[config.mk]
export PLATFORM = sky130hd
export DESIGN_NAME = pulse_rr_sched
export DESIGN_NICKNAME = d
export VERILOG_FILES = /design/src/rtl/pulse_rr_sched_pkg.sv /design/src/rtl/pulse_rr_sched_rr_arbiter.sv /design/src/rtl/pulse_rr_sched.sv
export SDC_FILE = /design/constraint.sdc
export NUM_CORES = 1
export LEC_CHECK = 0
export ABC_AREA = 1
export BUFFER_PORTS_ARGS = -buffer_cell sky130_fd_sc_hd__buf_2
export CAP_MARGIN = 20
export CORE_ASPECT_RATIO = 1.4
export CORE_MARGIN = 3
export CORE_UTILIZATION = 35
export DETAILED_ROUTE_END_ITERATION = 12
export HOLD_SLACK_MARGIN = 0.03
export MAX_ROUTING_LAYER = met4
export PLACE_DENSITY_LB_ADDON = 0.12
export SLEW_MARGIN = 10
export SYNTH_ARGS = -nofsm -noshare
export SYNTH_HDL_FRONTEND = slang
export SYNTH_SLANG_ARGS = --single-unit
[constraint.sdc]
create_clock -name clk_i -period 1.86 [get_ports clk_i]
set_clock_uncertainty 0.15 [all_clocks]
set_input_delay 0.465 -clock clk_i [delete_from_list [all_inputs] [get_ports clk_i]]
set_output_delay 0.465 -clock clk_i [all_outputs]
set_load 0.02 [all_outputs]
[src/rtl/pulse_rr_sched_pkg.sv]
// pulse_rr_sched_pkg
// Shared types and helpers for the round-robin LED pulse scheduler.
//   sched_state_t  : scheduler FSM encoding (IDLE, PULSE, GAP)
//   COUNT_W        : width of the per-requester served counters and count_o
//   onehot_to_idx  : converts a one-hot vector (up to 8 bits) to a binary index
package pulse_rr_sched_pkg;

  typedef enum logic [1:0] {
    IDLE  = 2'd0,
    PULSE = 2'd1,
    GAP   = 2'd2
  } sched_state_t;

  localparam int COUNT_W = 8;

  // OR-reduction of the set bit positions; exact for a one-hot input,
  // returns 0 for an all-zero input.
  function automatic logic [2:0] onehot_to_idx(input logic [7:0] oh);
    logic [2:0] idx;
    idx = '0;
    for (int i = 0; i < 8; i++) begin
      if (oh[i]) idx = idx | 3'(i);
    end
    return idx;
  endfunction

endpackage

[src/rtl/pulse_rr_sched_rr_arbiter.sv]
// rr_arbiter
// Combinational round-robin arbiter. Searches req starting at last+1 with
// wrap-around and reports the first set bit.
// Ports:
//   req   : pending request vector, bit k belongs to requester k
//   last  : index of the most recently granted requester
//   valid : high when any request is present; gnt/idx are meaningful only
//           while valid is high (there is no ready side: the consumer samples
//           the result in the same cycle it decides to grant)
//   gnt   : one-hot grant
//   idx   : binary index of gnt
module rr_arbiter
  import pulse_rr_sched_pkg::*;
#(
  parameter  int N_REQ = 4,
  localparam int IDX_W = $clog2(N_REQ)
) (
  input  logic [N_REQ-1:0] req,
  input  logic [IDX_W-1:0] last,
  output logic             valid,
  output logic [N_REQ-1:0] gnt,
  output logic [IDX_W-1:0] idx
);

  int               shift;
  logic [N_REQ-1:0] rot;
  logic [N_REQ-1:0] rot_gnt;

  // Rotate so that requester last+1 sits at bit 0, isolate the lowest set
  // bit, then rotate the result back into requester positions.
  always_comb begin
    shift   = int'(last) + 1;
    rot     = N_REQ'({req, req} >> shift);
    rot_gnt = rot & (~rot + N_REQ'(1));
    gnt     = N_REQ'(({rot_gnt, rot_gnt} << shift) >> N_REQ);
    valid   = |req;
    idx     = IDX_W'(onehot_to_idx(8'(gnt)));
  end

endmodule

[src/rtl/pulse_rr_sched.sv]
// pulse_rr_sched
// Shares one LED pulse among N_REQ requesters. Rising edges on req_i are
// latched as pending; a round-robin scheduler serves them one at a time with
// a PULSE_CYCLES-wide pulse followed by a GAP_CYCLES guard gap.
// Ports:
//   clk_i, rst_n_i : clock, asynchronous active-low reset
//   req_i          : synchronized button levels
//   count_sel_i    : selects the requester whose served count drives count_o
//   pulse_o        : shared registered pulse
//   grant_o        : one-hot requester being pulsed (registered)
//   grant_id_o     : index of the last/current grant, held in IDLE and GAP
//   pending_o      : latched, not-yet-served requests
//   busy_o         : high in PULSE or GAP
//   done_o         : strobe on the final PULSE cycle
//   count_o        : served count of the selected requester
//   state_o        : scheduler state, for observation
// Optional feature: define PULSE_RR_COUNT_EN to build the per-requester
// saturating served counters; otherwise count_o is tied to 0.
module pulse_rr_sched
  import pulse_rr_sched_pkg::*;
#(
  parameter  int N_REQ        = 4,
  parameter  int PULSE_CYCLES = 8,
  parameter  int GAP_CYCLES   = 2,
  parameter  int CNT_W        = 8,
  localparam int IDX_W        = $clog2(N_REQ)
) (
  input  logic               clk_i,
  input  logic               rst_n_i,
  input  logic [N_REQ-1:0]   req_i,
  input  logic [IDX_W-1:0]   count_sel_i,
  output logic               pulse_o,
  output logic [N_REQ-1:0]   grant_o,
  output logic [IDX_W-1:0]   grant_id_o,
  output logic [N_REQ-1:0]   pending_o,
  output logic               busy_o,
  output logic               done_o,
  output logic [COUNT_W-1:0] count_o,
  output sched_state_t       state_o
);

  localparam logic [CNT_W-1:0] PULSE_LOAD = CNT_W'(PULSE_CYCLES - 1);
  localparam logic [CNT_W-1:0] GAP_LOAD   = CNT_W'((GAP_CYCLES > 0) ? GAP_CYCLES - 1 : 0);

  sched_state_t     state_q, state_d;
  logic [CNT_W-1:0] cnt_q, cnt_d;
  logic [N_REQ-1:0] req_q;
  logic [N_REQ-1:0] pending_q, pending_d;
  logic [IDX_W-1:0] last_q, last_d;
  logic             pulse_q, pulse_d;
  logic [N_REQ-1:0] grant_q, grant_d;
  logic [IDX_W-1:0] grant_id_q, grant_id_d;
  logic [N_REQ-1:0] rise;
  logic [N_REQ-1:0] clr;
  logic             arb_valid;
  logic [N_REQ-1:0] arb_gnt;
  logic [IDX_W-1:0] arb_idx;

  assign rise = req_i & ~req_q;

  rr_arbiter #(.N_REQ(N_REQ)) u_arb (
    .req   (pending_q),
    .last  (last_q),
    .valid (arb_valid),
    .gnt   (arb_gnt),
    .idx   (arb_idx)
  );

  always_comb begin
    state_d    = state_q;
    cnt_d      = cnt_q;
    pulse_d    = pulse_q;
    grant_d    = grant_q;
    grant_id_d = grant_id_q;
    last_d     = last_q;
    clr        = '0;
    case (state_q)
      IDLE: begin
        if (arb_valid) begin
          state_d    = PULSE;
          cnt_d      = PULSE_LOAD;
          pulse_d    = 1'b1;
          grant_d    = arb_gnt;
          grant_id_d = arb_idx;
          last_d     = arb_idx;
          clr        = arb_gnt;
        end
      end
      PULSE: begin
        if (cnt_q == '0) begin
          pulse_d = 1'b0;
          grant_d = '0;
          if (GAP_CYCLES > 0) begin
            state_d = GAP;
            cnt_d   = GAP_LOAD;
          end else begin
            state_d = IDLE;
          end
        end else begin
          cnt_d = cnt_q - CNT_W'(1);
        end
      end
      GAP: begin
        if (cnt_q == '0) state_d = IDLE;
        else             cnt_d   = cnt_q - CNT_W'(1);
      end
      default: state_d = IDLE;
    endcase
    // A rise in the same cycle as the grant re-arms the request.
    pending_d = (pending_q & ~clr) | rise;
  end

  always_ff @(posedge clk_i or negedge rst_n_i) begin
    if (!rst_n_i) begin
      state_q    <= IDLE;
      cnt_q      <= '0;
      req_q      <= '0;
      pending_q  <= '0;
      last_q     <= IDX_W'(N_REQ - 1);
      pulse_q    <= 1'b0;
      grant_q    <= '0;
      grant_id_q <= '0;
    end else begin
      state_q    <= state_d;
      cnt_q      <= cnt_d;
      req_q      <= req_i;
      pending_q  <= pending_d;
      last_q     <= last_d;
      pulse_q    <= pulse_d;
      grant_q    <= grant_d;
      grant_id_q <= grant_id_d;
    end
  end

  assign pulse_o    = pulse_q;
  assign grant_o    = grant_q;
  assign grant_id_o = grant_id_q;
  assign pending_o  = pending_q;
  assign busy_o     = (state_q != IDLE);
  assign done_o     = (state_q == PULSE) && (cnt_q == '0);
  assign state_o    = state_q;

`ifdef PULSE_RR_COUNT_EN
  logic [COUNT_W-1:0] served_q [N_REQ];
  logic [COUNT_W-1:0] count_q;

  always_ff @(posedge clk_i or negedge rst_n_i) begin
    if (!rst_n_i) begin
      for (int k = 0; k < N_REQ; k++) served_q[k] <= '0;
      count_q <= '0;
    end else begin
      for (int k = 0; k < N_REQ; k++) begin
        if (clr[k] && (served_q[k] != '1)) served_q[k] <= served_q[k] + COUNT_W'(1);
      end
      if (int'(count_sel_i) < N_REQ) count_q <= served_q[count_sel_i];
      else                           count_q <= '0;
    end
  end

  assign count_o = count_q;
`else
  logic unused_sel;
  assign unused_sel = ^count_sel_i;
  assign count_o    = '0;
`endif

endmodule

==> key figures <==
Outcome
  • Status: finished with violations
  • Failing checks: negative setup slack

Floorplanning
  • FP Rows: 29
  • Core region area: 4640 sq um
  • Die W: 65.2 um
  • Io pins: 31
  • Die Y: 88.9 um
  • Starting Density: 37.0%
  • Die area: 5790 sq um

Placement
  • Final Wtd Congestion: 0.772
  • Placed cells: 329
  • Pre-CTS WS: -0.0639 ns
  • Detailed placer's ending HPWL: 2960 um
  • Port bufs: 20

Synth
  • Yosys top cell by area: dfrtp_1
  • Mux contribution to synthesized area: 0%
  • Compound-cell area share of the yosys netlist: 6.63%
  • Cell count after synthesis: 225
  • Simple-gate share of the synthesized area: 34.8%
  • Top cell type's share of synthesized area: 36.4%
  • Synth Area in XOR/XNOR: 1.53%
  • Main combinational cell family by area after synthesis: simple AND/OR/NAND/NOR gates
  • Adder-cell share of the synthesized area: 5.10%
  • Synth cell types: 29
  • Yosys reg bits: 27
  • Mapped Area: 1720 sq um
  • Synth Warn #: 0
  • Post-synthesis sequential area ratio: 39.5%
  • Area contributors post-synth: dfrtp_1, nand2_1, inv_1
  • Syn_area_per_cell: 7.63 sq um

STA
  • Least-Margin Pin Slew: 0.615 ns
  • Slew Limit Fails: 0
  • Crit path time final: 2.03 ns
  • Setup-failing EPs final: 5
  • RSZ-0062 raised after global routing: true
  • Slew headroom: 59.0%
  • Period utilization: 109%
  • Final Hold Fails: 0
  • Final worst slack: -0.173 ns
  • Fmax: 0.492 GHz

Critical path
  • Worst-case reg-to-reg path depth: 11
  • CP Launch Type: register
  • WS Path Type: reg -> out
  • Reg2Reg Launch Point: last_q[0]$_DFFE_PN1P_
  • CP Launch Point: cnt_q[0]$_DFFE_PN0P_
  • Crit. End Element: output port
  • R2R setup slack: -0.04 ns
  • CP max FO: 3
  • Critical Path End: done_o
  • RR Endpoint: pending_o[3]$_DFF_PN0_
  • Worst Path Required: 1.24 ns
  • CP arrival: 1.42 ns

GRT
  • Pin count of the biggest net entering global routing: 28
  • Grt ovf: 0
  • GRT Total Usage: 15.4%
  • First-pass GRT wire length: 6800 um
  • Initial antenna violation count: 0
  • Vias in the first global route: 1591

Layout
  • Fin cells: 347
  • Share of cells above drive strength 1: 44.6%
  • Layout area overhead: 39.3%
  • Antenna diodes: 0
  • Layout fillers: 500
  • Total Nets Final: 301
  • Final core occ: 51.5%

Routing
  • Vias per std cell: 4.52
  • Total Routed Length: 4070 um
  • DR WL/cell: 11.7 um
  • Vias: 1570
  • DRT Pass-1 Iters: 4
  • Post-route ant nets: 0
  • Iteration-0 DRC count of the detailed router: 70
  • # DRC: 0

Hold path
  • Worst min path class: in -> async

Clock tree
  • CTS tree: yes
  • CTS root buf: clkbuf_8
  • Max H-tree Level: 1
  • Clock slew at reported path FFs: 0.09 ns
  • TritonCTS Sinks: 27
  • Clock buffers created by TritonCTS: 3
  • Worst skew pair latency: 0.27 ns
  • Hold buffer count at CTS: 0
  • Maximum buffer depth of the clock tree: 2

Pwr
  • Cell Pwr Density: 411 nW/um^2
  • Leakage: 1.27 nW
  • Maximum VDD drop: 0.246 mV
  • Pwr Total: 982 uW

Run
  • Max-cap violations: 0
## worst min-delay path by stage
stage                                       from                      to  depth (start not counted)
after floorplan                          rst_n_i    cnt_q[0]$_DFFE_PN0P_                          0
after global placement       pulse_o$_DFFE_PN0P_     pulse_o$_DFFE_PN0P_                          2
after detailed placement  grant_o[1]$_DFFE_PN0P_  grant_o[1]$_DFFE_PN0P_                          2
after CTS                                rst_n_i    cnt_q[4]$_DFFE_PN0P_                          1
after global routing                     rst_n_i  grant_o[3]$_DFFE_PN0P_                          1
final                                    rst_n_i  grant_o[2]$_DFFE_PN0P_                          1
## worst max-delay path, stage by stage, from the launching register on
cell and delay [ns]:
dfrtp_1 0.40, inv_2 0.08, ha_4 0.15, nand3_4 0.06
nor3_4 0.16, inv_2 0.08, nor2_4 0.09, buf_6 0.12
## kinds of logic (layout without fill, tap and decap cells)
logic type      count (synthesis)  after routing
flops                          27             27
fa+ha+maj                       7              7
xor+xnor                        3              3
simple gates                  123            123
compound gates                 18             18
other cells                     1              8
buf+inv                        46             99
## layout by cell type, fill, tap and decap left out, drive strengths merged, types with 3 or more instances in the layout
master  instances
inv            37
clkbuf          3
nor3            4
nor2           15
nand4           3
dfrtp          25
ha              7
o21ai          13
xor2            3
nand2          73
nand3          26
conb            8
buf            58
## stage by stage
step                      hold WS (ns)  instance area (sq um)  TNS, ns
after floorplan                 0.0194                   1740        0
after detailed placement         0.313                   2030   -0.115
after global placement           0.305                   2030  -0.0846
final                           0.0455                   2390   -0.243
after CTS                       0.0678                   2200   -0.269
after global routing            0.0914                   2390    -2.57
## cell usage after synthesis
cell type	n
inv_2	5
a21oi_1	1
nand2_4	3
nor3b_1	1
nand4_1	3
o211ai_2	1
a22oi_1	2
ha_1	7
a21oi_2	1
nor2_2	2
conb_1	1
nor3_2	1
nand3_2	4
o21ai_2	2
nand3b_1	1
dfrtp_1	25
nand2_1	63
dfstp_2	2
nor3_1	3
o21ai_1	1
nand3_4	1
buf_6	1
nor2_1	13
buf_4	8
o21ai_0	10
nand3_1	21
xor2_1	3
nand2_2	7
inv_1	32
## routing by layer
metal  wire length (um)  share of wire (%)  GRT usage [%]
met1               1560                 38           16.7
met2               2410                 59           29.2
met3                 69                1.7           1.65
met4                 31               0.76           4.53
met5                  0                  0              -
## what timing repair did
action,4_1_cts,5_1_grt
resized for setup,17,40
pin swaps,6,10
gates cloned,0,0
setup endpoints to repair,9,23
buffers inserted,10,4
## area by class of cell
cell class	count	area [sq um]	area share [%]
repair buffers	58	402	16.8
flip-flops and latches	27	679	28.4
well taps	62	77.6	3.24
clock buffers	3	41.3	1.73
clock inverters	1	5.00	0.209
inverters	37	144	6.02
multi-input cells	159	1040	43.6
## sequential cells by signal, summed over array words and instances (netlist names)
name        cells
state_o         2
pulse_o         1
last_q          2
pending_o       4
grant_o         4
grant_id_o      2
req_q           4
cnt_q           8
## where the power goes
part / internal, mW / switching, mW
logic: 0.0105 / 0.0381
clock network: 0.150 / 0.184
registers: 0.593 / 0.00559
Note: power is estimated with default switching activity, not from simulation.
